===== src/rtl/iobuf_sched_pkg.sv =====
// Shared types and helpers for the IobufVec bus scheduler.
package iobuf_sched_pkg;

    typedef enum logic [2:0] {
        IDLE,
        TURN,
        DRIVE,
        SAMPLE,
        RESP
    } state_e;

    localparam logic DIR_READ  = 1'b0;
    localparam logic DIR_WRITE = 1'b1;

    // Width of a down-counter able to hold the largest of the three cycle counts.
    function automatic int cnt_width(input int a, input int b, input int c);
        int m;
        m = a;
        if (b > m) m = b;
        if (c > m) m = c;
        return (m < 1) ? 1 : $clog2(m + 1);
    endfunction

endpackage


===== src/rtl/iobuf_rr_arb2.sv =====
// Two-requester round-robin arbiter; pointer names the preferred requester.
module iobuf_rr_arb2 (
    input  logic       clk,
    input  logic       rst_n,
    input  logic [1:0] valid,
    input  logic       enable,
    input  logic       advance,
    output logic [1:0] grant,
    output logic       ptr
);

    logic ptr_d, ptr_q;

    always_comb begin
        grant = '0;
        if (enable) begin
            if (valid[ptr_q]) begin
                grant[ptr_q] = 1'b1;
            end else if (valid[~ptr_q]) begin
                grant[~ptr_q] = 1'b1;
            end
        end
        ptr_d = ptr_q;
        // Winner becomes least preferred: pointer := winner ^ 1.
        if (advance && (|grant)) begin
            ptr_d = grant[0];
        end
    end

    always_ff @(posedge clk) begin
        if (!rst_n) begin
            ptr_q <= 1'b0;
        end else begin
            ptr_q <= ptr_d;
        end
    end

    assign ptr = ptr_q;

endmodule


===== src/rtl/iobuf_bus_sched.sv =====
// Schedules two requesters onto one IobufVec pad vector with turnaround on direction change.
module iobuf_bus_sched
    import iobuf_sched_pkg::*;
#(
    parameter int iovecWidth    = 8,
    parameter int TURN_CYCLES   = 2,
    parameter int HOLD_CYCLES   = 1,
    parameter int SAMPLE_CYCLES = 1
) (
    input  logic                  CLK,
    input  logic                  nRST,
    input  logic                  req0_valid,
    output logic                  req0_ready,
    input  logic                  req0_write,
    input  logic [iovecWidth-1:0] req0_wdata,
    input  logic                  req1_valid,
    output logic                  req1_ready,
    input  logic                  req1_write,
    input  logic [iovecWidth-1:0] req1_wdata,
    output logic                  rsp0_valid,
    output logic [iovecWidth-1:0] rsp0_rdata,
    output logic                  rsp1_valid,
    output logic [iovecWidth-1:0] rsp1_rdata,
    output logic [iovecWidth-1:0] pad_I,
    output logic                  pad_T,
    input  logic [iovecWidth-1:0] pad_O,
    output logic                  bus_stb
);

    localparam int CW = cnt_width(TURN_CYCLES, HOLD_CYCLES, SAMPLE_CYCLES);
    localparam logic [CW-1:0] TURN_LD   = CW'(TURN_CYCLES - 1);
    localparam logic [CW-1:0] HOLD_LD   = CW'(HOLD_CYCLES - 1);
    localparam logic [CW-1:0] SAMPLE_LD = CW'(SAMPLE_CYCLES - 1);
    localparam logic [CW-1:0] CNT_ONE   = CW'(1);

    state_e                  state_d, state_q;
    logic [CW-1:0]           cnt_d, cnt_q;
    logic                    write_d, write_q;
    logic [iovecWidth-1:0]   wdata_d, wdata_q;
    logic                    id_d, id_q;
    logic                    dir_known_d, dir_known_q;
    logic                    last_dir_d, last_dir_q;
    logic                    pad_t_d, pad_t_q;
    logic [iovecWidth-1:0]   pad_i_d, pad_i_q;
    logic                    stb_d, stb_q;
    logic                    rsp0_valid_d, rsp0_valid_q;
    logic                    rsp1_valid_d, rsp1_valid_q;
    logic [iovecWidth-1:0]   rsp0_rdata_d, rsp0_rdata_q;
    logic [iovecWidth-1:0]   rsp1_rdata_d, rsp1_rdata_q;

    logic [1:0] grant;
    logic       rr_ptr;
    logic       accept;
    logic       sel_write;

    iobuf_rr_arb2 u_arb (
        .clk     (CLK),
        .rst_n   (nRST),
        .valid   ({req1_valid, req0_valid}),
        .enable  (nRST && (state_q == IDLE)),
        .advance (accept),
        .grant   (grant),
        .ptr     (rr_ptr)
    );

    assign accept     = |grant;
    assign req0_ready = grant[0];
    assign req1_ready = grant[1];

    always_comb begin
        state_d      = state_q;
        cnt_d        = cnt_q;
        write_d      = write_q;
        wdata_d      = wdata_q;
        id_d         = id_q;
        dir_known_d  = dir_known_q;
        last_dir_d   = last_dir_q;
        rsp0_rdata_d = rsp0_rdata_q;
        rsp1_rdata_d = rsp1_rdata_q;
        sel_write    = grant[1] ? req1_write : req0_write;

        unique case (state_q)
            IDLE: begin
                if (accept) begin
                    write_d     = sel_write;
                    wdata_d     = grant[1] ? req1_wdata : req0_wdata;
                    id_d        = grant[1];
                    dir_known_d = 1'b1;
                    last_dir_d  = sel_write ? DIR_WRITE : DIR_READ;
                    if (dir_known_q && (last_dir_d != last_dir_q)) begin
                        state_d = TURN;
                        cnt_d   = TURN_LD;
                    end else if (sel_write) begin
                        state_d = DRIVE;
                        cnt_d   = HOLD_LD;
                    end else begin
                        state_d = SAMPLE;
                        cnt_d   = SAMPLE_LD;
                    end
                end
            end
            TURN: begin
                if (cnt_q == '0) begin
                    state_d = write_q ? DRIVE : SAMPLE;
                    cnt_d   = write_q ? HOLD_LD : SAMPLE_LD;
                end else begin
                    cnt_d = cnt_q - CNT_ONE;
                end
            end
            DRIVE: begin
                if (cnt_q == '0) state_d = IDLE;
                else             cnt_d   = cnt_q - CNT_ONE;
            end
            SAMPLE: begin
                if (cnt_q == '0) begin
                    state_d = RESP;
                    if (id_q) rsp1_rdata_d = pad_O;
                    else      rsp0_rdata_d = pad_O;
                end else begin
                    cnt_d = cnt_q - CNT_ONE;
                end
            end
            RESP:    state_d = IDLE;
            default: state_d = IDLE;
        endcase

        // Pad and response outputs are registered, so derive them from the next state.
        pad_t_d      = (state_d != DRIVE);
        pad_i_d      = (state_d == DRIVE) ? wdata_d : '0;
        stb_d        = (state_d == DRIVE) || (state_d == SAMPLE);
        rsp0_valid_d = (state_d == RESP) && !id_d;
        rsp1_valid_d = (state_d == RESP) && id_d;
    end

    always_ff @(posedge CLK) begin
        if (!nRST) begin
            state_q      <= IDLE;
            cnt_q        <= '0;
            write_q      <= 1'b0;
            wdata_q      <= '0;
            id_q         <= 1'b0;
            dir_known_q  <= 1'b0;
            last_dir_q   <= DIR_READ;
            pad_t_q      <= 1'b1;
            pad_i_q      <= '0;
            stb_q        <= 1'b0;
            rsp0_valid_q <= 1'b0;
            rsp1_valid_q <= 1'b0;
            rsp0_rdata_q <= '0;
            rsp1_rdata_q <= '0;
        end else begin
            state_q      <= state_d;
            cnt_q        <= cnt_d;
            write_q      <= write_d;
            wdata_q      <= wdata_d;
            id_q         <= id_d;
            dir_known_q  <= dir_known_d;
            last_dir_q   <= last_dir_d;
            pad_t_q      <= pad_t_d;
            pad_i_q      <= pad_i_d;
            stb_q        <= stb_d;
            rsp0_valid_q <= rsp0_valid_d;
            rsp1_valid_q <= rsp1_valid_d;
            rsp0_rdata_q <= rsp0_rdata_d;
            rsp1_rdata_q <= rsp1_rdata_d;
        end
    end

    // Any transfer in flight was granted in IDLE, so the pointer must point away from it.
    a_rr_ptr: assert property (@(posedge CLK) disable iff (!nRST)
        (state_q != IDLE) |-> (rr_ptr == !id_q));

    assign pad_T      = pad_t_q;
    assign pad_I      = pad_i_q;
    assign bus_stb    = stb_q;
    assign rsp0_valid = rsp0_valid_q;
    assign rsp1_valid = rsp1_valid_q;
    assign rsp0_rdata = rsp0_rdata_q;
    assign rsp1_rdata = rsp1_rdata_q;

endmodule


===== config.mk =====
export PLATFORM = sky130hd
export DESIGN_NAME = iobuf_bus_sched
export DESIGN_NICKNAME = d
export VERILOG_FILES = /design/src/rtl/iobuf_sched_pkg.sv /design/src/rtl/iobuf_rr_arb2.sv /design/src/rtl/iobuf_bus_sched.sv
export SDC_FILE = /design/constraint.sdc
export NUM_CORES = 1
export LEC_CHECK = 0
export CAP_MARGIN = 40
export CORE_AREA = 2 2 72 61
export CTS_BUF_LIST = sky130_fd_sc_hd__clkbuf_8
export DETAILED_ROUTE_END_ITERATION = 8
export DIE_AREA = 0 0 74 63
export GPL_TIMING_DRIVEN = 0
export PLACE_DENSITY = 0.83
export SYNTH_ARGS = -nofsm -noshare
export SYNTH_HDL_FRONTEND = slang
export SYNTH_SLANG_ARGS = --single-unit

===== constraint.sdc =====
create_clock -name CLK -period 5.8 [get_ports CLK]
set_input_delay 0.58 -clock CLK [delete_from_list [all_inputs] [get_ports CLK]]
set_output_delay 0.58 -clock CLK [all_outputs]
set_load 0.05 [all_outputs]

==> impl_metrics.toml, run 1 <==
[floorplan]
core_region_area_mm2 = 0.003968
initial_core_util_pct = 47.68
io_pins = 60
die_width_um = 74
rows = 21
die-area_mm2 = 0.004662
die_h_um = 63

[logic_synthesis]
syn_inst = 212
yosysWarnings = 0
syn_area_per_cell_um2 = 8.924
ys_seq_area_share_pct = 47.62
synth.distinct_cells = 34
synth_nets = 245
synth_seq_cells = 45
syn_area_mm2 = 0.001892

[setup_path]
r2r_setup_slack_ns = 3.61
path_class = "in2out"
required_ns = 5.22
endpoint_kind = "output pin"
reg2regPathDepth = 6
r2r_start = "state_q[1]$_SDFF_PN0_"
worst-endpoint-arrival_ns = 2.96
timing.rr.end = "pad_I[3]$_SDFF_PN0_"
cp_max_fo = 10
start_kind = "input port"

[clock_network]
cts_resized = 0
clk_path_buf_depth = 2
ctsHoldBuffers = 0
cts_buffers = 5
worstSkewPairLatency_ns = 0.30
cts_tree = "done"
clockRootBuffer = "clkbuf_8"
cts.sinks = 45
cts.repair_timing.setup_buffer_count = 0
htreeDepth = 2
path_clk_slew_ns = 0.08

[worst_hold_path]
min_path_cells = 2
whs_endpoint = "rsp1_rdata[0]$_SDFFE_PN0P_"
hp-class = "reg2reg"
holdCritStartpoint = "rsp1_rdata[0]$_SDFFE_PN0P_"

[detailed_routing]
drtIter0Drc = 82
ant_nets = 0
vias = 1735
drc_errors = 0
drt-vias-per-instance = 5.164
totalWireLength_um = 4516
dr.pass1.iters = 4
wl_per_cell_um = 13.44

[global_routing]
grt_pass1_vias = 1679
grt-ovfl-total = 0
grt_max_degree = 16
grt_pass1_wl_um = 7748
antenna_found_initial = 0
grtUsageTotal_pct = 21.24

[timing]
drv_slew = 0
max_slew_margin_pct = 64.96
final.setup.worst_slack_ns = 2.261
setup_viol = 0
clock.fmax_mhz = 282.6
hold_viol = 0
rsz0062_at_grt = "false"
fin_crit_sh_pct = 61.02
fin_crit_ns = 3.539
holdWs_ns = 0.4568
finClkSkew_ns = 0.004911
setup_tns_ns = 0
worst_pin_slew_ns = 0.5239

[layout]
final_cells = 336
drive_above_1_share_pct = 6.810
final_nets = 311
antenna_cells = 0
final_cell_mix = "clkdlybuf4s50_1 (58), dfxtp_1 (45), nand2_1 (26), a21oi_1 (24), nor2_1 (22)"
final_common_cell = "clkdlybuf4s50_1"
syn2layout_area_growth_pct = 42.00

[power_and_ir_drop]
leakage_nw = 1.029
power_density_mw_per_mm2 = 364.0
ir_drop_uv = 208.8
fin_total_pwr_mw = 0.9778

[outcome]
status = "finished, final reports clean"

[placement]
place_ws_ns = 2.296
hpwlAfterDp_um = 3336
place_inst = 328
globalplace.congestion = 0.7702
numPortBuffers = 58

[flow_run]
cap_violations = 0
## synth_stat cells (all sizes together)
| library cell | number | area, µm² |
|---|---|---|
| a211oi | 6 | 45.04 |
| nand2b | 3 | 18.77 |
| o2bb2ai | 1 | 8.760 |
| nor2 | 22 | 82.58 |
| ha | 3 | 37.54 |
| o21ai | 6 | 30.03 |
| a21bo | 1 | 10.01 |
| and3b | 2 | 17.52 |
| clkbuf | 7 | 26.28 |
| a221oi | 2 | 17.52 |
| o2111a | 1 | 11.26 |
| a21oi | 24 | 120.1 |
| mux2 | 2 | 22.52 |
| inv | 6 | 22.52 |
| o21bai | 2 | 15.01 |
| o21a | 1 | 7.510 |
| a21boi | 1 | 7.510 |
| or3 | 6 | 37.54 |
| dfxtp | 45 | 900.9 |
| a311o | 1 | 10.01 |
| nor4b | 1 | 23.77 |
| a311oi | 1 | 8.760 |
| a31o | 1 | 8.760 |
| mux2i | 16 | 160.2 |
| nor3 | 1 | 5.000 |
| nor2b | 6 | 37.54 |
| nand3 | 9 | 45.04 |
| nand2 | 26 | 97.59 |
| nand3b | 1 | 7.510 |
| buf | 6 | 35.03 |
| and3 | 1 | 6.260 |
| nor3b | 1 | 7.510 |
## worst max path at each step
stage	cells past startpoint	to	start
6_report	6	req1_ready	nRST
4_1_cts	6	req1_ready	nRST
3_5_place_dp	6	req1_ready	nRST
5_1_grt	6	req1_ready	nRST
2_1_floorplan	3	req0_ready	nRST
3_3_place_gp	6	req1_ready	nRST
## state kept, by name, summed over array words and instances (netlist names), 2 cells and up
| register | cells |
|---|---|
| cnt_q | 2 |
| rsp1_rdata | 8 |
| wdata_q | 8 |
| state_q | 3 |
| rsp0_rdata | 8 |
| pad_I | 8 |
## critical path, stage by stage
cell,delay (ns)
clkdlybuf4s50_1,0.62
nor4b_4,0.44
nand3_1,0.15
buf_2,0.24
inv_1,0.10
clkdlybuf4s50_1,0.82
## area by class of cell
type / count / area [µm²]
Clock inverter: 3 / 68.82
Sequential cell: 45 / 900.9
Multi-Input combinational cell: 148 / 907.1
Clock buffer: 5 / 68.82
Timing Repair Buffer: 59 / 585.6
Tap cell: 57 / 71.32
Fill cell: 327 / 1281
Inverter: 6 / 22.52
Buffer: 13 / 61.31
## per-layer routing
metal | vias up | global-route usage [%] | wire (µm)
li1 | 867 | - | -
met1 | 832 | 27.80 | 2078
met2 | 31 | 34.60 | 2225
met3 | 5 | 4.839 | 163
met4 | 0 | 6.136 | 49
met5 | - | 0 | 0
## report_power, final
group / leakage (nW) / switching [mW] / internal [mW]
clock: 0.0687 / 0.109 / 0.173
combinational: 0.593 / 0.192 / 0.130
sequential: 0.367 / 0.0233 / 0.351
total: 1.03 / 0.324 / 0.654
## cells by family (layout without fill, tap and decap cells)
| kind of cell | Yosys count | count (layout) | share of synthesized area [%] |
|---|---|---|---|
| and+or+nand+nor | 79 | 79 | 20.44 |
| AOI/OAI and AO/OA | 48 | 48 | 15.87 |
| DFF | 45 | 45 | 47.62 |
| buffers and inverters | 19 | 86 | 4.431 |
| muxes | 18 | 18 | 9.656 |
| adders and majority gates | 3 | 3 | 1.984 |
## metrics by stage
step / utilization (%) / area (µm²)
finish: 67.71 / 2686
global placement: 64.11 / 2544
global route: 67.71 / 2686
detailed placement: 64.24 / 2549
floorplan: - / 1892
CTS: 67.71 / 2686
No activity file was read; power rests on OpenSTA's default activity.
==> run 2, diff against run 1 <==
CORE_AREA = 2 2 78 65   (was 2 2 72 61)
DIE_AREA = 0 0 80 67   (was 0 0 74 63)
PLACE_DENSITY = 0.76   (was 0.83)
clock period = 2.9 ns   (was 5.8 ns; I/O delays follow)
==> impl_metrics.toml, run 2 (synthesis gave the netlist of run 1 again) <==
[clock_network]
htreeDepth = 2
clk_path_buf_depth = 2
clockRootBuffer = "clkbuf_8"
cts.sinks = 45
cts_buffers = 5
worstSkewPairLatency_ns = 0.29
cts.repair_timing.setup_buffer_count = 0
cts_tree = "done"
path_clk_slew_ns = 0.08

[detailed_routing]
dr.pass1.iters = 4
route.met3.wl_um = 164
dr_wl_met2_um = 2108
totalWireLength_um = 4439
top_layer = "met4"
drtIter0Drc = 101
wl_per_cell_um = 13.09
vias = 1693
drt-vias-per-instance = 4.994
ant_nets = 0
wl_met1_um = 2139
drc_errors = 0

[global_routing]
grt_max_degree = 15
grt_pass1_vias = 1628
grt-ovfl-total = 0
grtUsageTotal_pct = 17.70
antenna_found_initial = 0
grt_pass1_wl_um = 7458

[layout]
final_nets = 311
syn2layout_area_growth_pct = 41.34
antenna_cells = 0
utilization_pct = 59.23
final_cell_mix = "clkdlybuf4s50_1 (56), dfxtp_1 (45), nand2_1 (26), a21oi_1 (24), nor2_1 (22)"
final_common_cell = "clkdlybuf4s50_1"
drive_above_1_share_pct = 6.810
final_cells = 339

[placement]
globalplace.congestion = 0.8345
numPortBuffers = 58
place_ws_ns = -0.009271
place_inst = 331
hpwlAfterDp_um = 3313

[outcome]
status = "finished, final reports clean"

[power_and_ir_drop]
power_density_mw_per_mm2 = 701.0
leakage_nw = 1.038
ir_drop_uv = 329.8

[flow_run]
cap_violations = 0

[setup_path]
endpoint_kind = "output pin"
r2r_start = "state_q[1]$_SDFF_PN0_"
required_ns = 2.61
reg2regPathDepth = 8
cp_max_fo = 10
start_kind = "input port"
path_class = "in2out"
worst-endpoint-arrival_ns = 2.36
r2r_setup_slack_ns = 0.74
timing.rr.end = "pad_I[6]$_SDFF_PN0_"

[floorplan]
rows = 22
die-area_mm2 = 0.005360
initial_core_util_pct = 41.91
die_width_um = 80
io_pins = 60
core_region_area_mm2 = 0.004514
die_h_um = 67

[timing]
setup_viol = 0
final.setup.worst_slack_ns = 0.2451
hold_viol = 0
drv_slew = 0
holdWs_ns = 0.4596
worst_pin_slew_ns = 0.5175
fin_crit_sh_pct = 91.55
fin_crit_ns = 2.655
rsz0062_at_grt = "false"
max_slew_margin_pct = 65.44
clock.fmax_mhz = 376.7
finClkSkew_ns = 0.005146

[worst_hold_path]
whs_endpoint = "pad_I[2]$_SDFF_PN0_"
hp-class = "reg2reg"
holdCritStartpoint = "wdata_q[2]$_SDFF_PN0_"
min_path_cells = 2
[run 2: cell types whose count changed in the layout (fill, tap and decap cells not counted)]
cell             change
clkinvlp_4           +1
clkbuf_8             +1
dlygate4sd2_1        +1
dlymetal6s2s_1       +1
bufinv_16            -1
inv_6                -1
clkdlybuf4s50_1      -2
[run 2: per-layer routing]
layer / vias up / global-route usage (%)
met5: - / 0
met4: 0 / 4.873
met3: 2 / 3.252
met2: 40 / 28.85
met1: 789 / 24.04
li1: 862 / -
[run 2: cell type report]
class | count | area, µm²
sequential | 45 | 900.9
clock inverter | 2 | 37.54
timing repair buffer | 59 | 586.8
clock buffer | 6 | 82.58
fill | 410 | 1841
multi-input combinational | 148 | 907.1
inverter | 6 | 22.52
tap | 60 | 75.07
buffer | 13 | 61.31
[run 2: critical path, cell delays in order]
cell	delay (ns)
clkdlybuf4s50_1	0.62
nor4b_4	0.42
nand3_1	0.15
buf_2	0.24
inv_1	0.10
dlygate4sd2_1	0.54
[run 2: repair_timing]
action	in CTS	in global routing
resized for setup	1	1
endpoints found under the setup margin	1	1
pin swaps	0	0
hold buffers	0	0
[run 2: power by group]
group | internal (mW) | switching [mW] | total (mW) | leakage [nW]
clock network | 0.280 | 0.207 | 0.487 | 0.0574
registers | 0.702 | 0.0472 | 0.749 | 0.367
logic | 0.258 | 0.380 | 0.639 | 0.614
[run 2: how the worst max path moves through the flow]
| stage | startpoint | end | slack [ns] | cells past startpoint |
|---|---|---|---|---|
| floorplan | state_q[1]$_SDFF_PN0_ | req0_ready | 0.90 | 4 |
| global placement | nRST | req1_ready | 0.001 | 6 |
| detailed placement | nRST | req1_ready | -0.009 | 6 |
| CTS | nRST | req0_ready | 0.08 | 5 |
| global route | nRST | req1_ready | 0.09 | 6 |
| finish | nRST | req1_ready | 0.25 | 6 |
[run 2: metrics by stage]
step	setup TNS [ns]	instance area (µm²)	total power, mW
final	0	2674	1.874
after global routing	0	2674	1.978
after CTS	0	2671	1.882
after detailed placement	-0.009271	2552	1.398
after global placement	0	2547	1.385
after floorplan	0	1892	1.202
==> run 3, diff against run 2 <==
CORE_AREA = 2 2 79 66   (was 2 2 78 65)
CTS_BUF_LIST = unset   (was sky130_fd_sc_hd__clkbuf_8)
DIE_AREA = 0 0 81 68   (was 0 0 80 67)
GPL_TIMING_DRIVEN = 1   (was 0)
PLACE_DENSITY = 0.74   (was 0.76)
==> impl_metrics.toml, run 3 (synthesis gave the netlist of run 1 again) <==
[setup_path]
path_class = "in2out"
reg2regPathDepth = 5
r2r_setup_slack_ns = 0.80
start_kind = "input port"
worst-endpoint-arrival_ns = 1.92
cp_max_fo = 7
r2r_start = "state_q[1]$_SDFF_PN0_"
timing.rr.end = "pad_I[1]$_SDFF_PN0_"
required_ns = 2.61
endpoint_kind = "output pin"

[layout]
utilization_pct = 56.44
stdcell_area_mm2 = 0.002696
multiInputGateArea_um2 = 907.1
drive_above_1_share_pct = 8.059
fillers = 457
syn2layout_area_growth_pct = 42.53
final_nets = 305
regArea_um2 = 900.9
antenna_cells = 0
final_common_cell = "clkdlybuf4s50_1"
final_cell_mix = "clkdlybuf4s50_1 (57), dfxtp_1 (45), nand2_1 (26), a21oi_1 (24), nor2_1 (22)"

[placement]
numPortBuffers = 59
hpwlAfterDp_um = 3266
globalplace.congestion = 0.7850
postPlaceCellArea_mm2 = 0.002559

[clock_network]
cts_resized = 0
clk_path_buf_depth = 2
cts_buffers = 5
cts.sinks = 45
ctsHoldBuffers = 0
clockRootBuffer = "clkbuf_8"
htreeDepth = 2
worstSkewPairLatency_ns = 0.29
cts_tree = "done"
cts.repair_timing.setup_buffer_count = 0
path_clk_slew_ns = 0.08

[timing]
rsz0062_at_grt = "false"
clock.fmax_mhz = 453.3
hold_viol = 0
max_slew_margin_pct = 65.78
finClkSkew_ns = 0.004415
drv_slew = 0
fin_crit_ns = 2.206
setup_tns_ns = 0
holdWs_ns = 0.4576
worst_pin_slew_ns = 0.5117
setup_viol = 0
fin_crit_sh_pct = 76.07

[flow_run]
cap_violations = 0

[detailed_routing]
ant_nets = 0
drtIter0Drc = 80
dr.pass1.iters = 4
totalWireLength_um = 4384
vias = 1667
drt-vias-per-instance = 4.976
drc_errors = 0
wl_per_cell_um = 13.09

[power_and_ir_drop]
power_density_mw_per_mm2 = 720.6
switching_share_pct = 32.77
seq_power_share_pct = 39.5
ir_drop_uv = 381.5
fin_total_pwr_mw = 1.943
p_comb_share_pct = 31.6
clockPowerShare_pct = 28.9
switching_power_mw = 0.6367
leakage_nw = 1.036
intPower_mw = 1.306

[global_routing]
grt_max_degree = 29
grt_pass1_vias = 1573
antenna_found_initial = 0
grtUsageTotal_pct = 17.07
grt_pass1_wl_um = 7314
grt-ovfl-total = 0

[floorplan]
die_h_um = 68
initial_core_util_pct = 39.60
rows = 23
io_pins = 60
die_width_um = 81
core_region_area_mm2 = 0.004777
die-area_mm2 = 0.005508

[worst_hold_path]
hp-class = "reg2reg"
min_path_cells = 2
whs_endpoint = "rsp1_rdata[4]$_SDFFE_PN0P_"
holdCritStartpoint = "rsp1_rdata[4]$_SDFFE_PN0P_"

[outcome]
status = "finished, final reports clean"
==> run 3: worst max path at each step <==
stage	from	to	slack [ns]	depth (start not counted)
6_report	nRST	req0_ready	0.69	5
3_3_place_gp	nRST	pad_I[1]$_SDFF_PN0_	0.50	6
4_1_cts	nRST	req1_ready	0.71	6
3_5_place_dp	nRST	pad_I[2]$_SDFF_PN0_	0.45	6
2_1_floorplan	state_q[1]$_SDFF_PN0_	req0_ready	0.90	4
5_1_grt	nRST	req1_ready	0.57	6
==> run 3: per-stage QoR <==
stage	setup slack (ns)	instances
final	0.6940	335
after detailed placement	0.4489	327
after floorplan	0.8997	212
after global routing	0.5681	335
after global placement	0.5004	327
after CTS	0.7082	335
==> run 3: final cells by class <==
type / instances / area share, %
Inverter: 6 / 0.8353
Sequential cell: 45 / 33.41
Multi-Input combinational cell: 148 / 33.64
Clock buffer: 5 / 2.552
Tap cell: 62 / 2.877
Timing Repair Buffer: 66 / 24.13
Clock inverter: 3 / 2.552
==> run 3: critical path, cell delays in order <==
cell and delay [ns]:
clkdlybuf4s50_1 0.58, nor4b_4 0.38, nand2_1 0.15, a21oi_1 0.26, buf_4 0.26
==> run 3: power by group through the flow <==
| stage | sequential, mW | combinational (mW) | clock [mW] |
|---|---|---|---|
| 4_1_cts | 0.767 | 0.619 | 0.574 |
| 2_1_floorplan | 0.881 | 0.321 | 0 |
| 5_1_grt | 0.780 | 0.670 | 0.604 |
| 3_5_place_dp | 0.781 | 0.614 | 0 |
| 3_3_place_gp | 0.781 | 0.605 | 0 |
| 6_report | 0.768 | 0.615 | 0.561 |
==> run 3: metal layers <==
metal,track usage [%],vias up,routed length [µm]
li1,-,856,-
met1,23.05,771,2126
met2,27.58,36,2048
met3,4.090,4,172
met4,4.449,0,38
met5,0,-,0
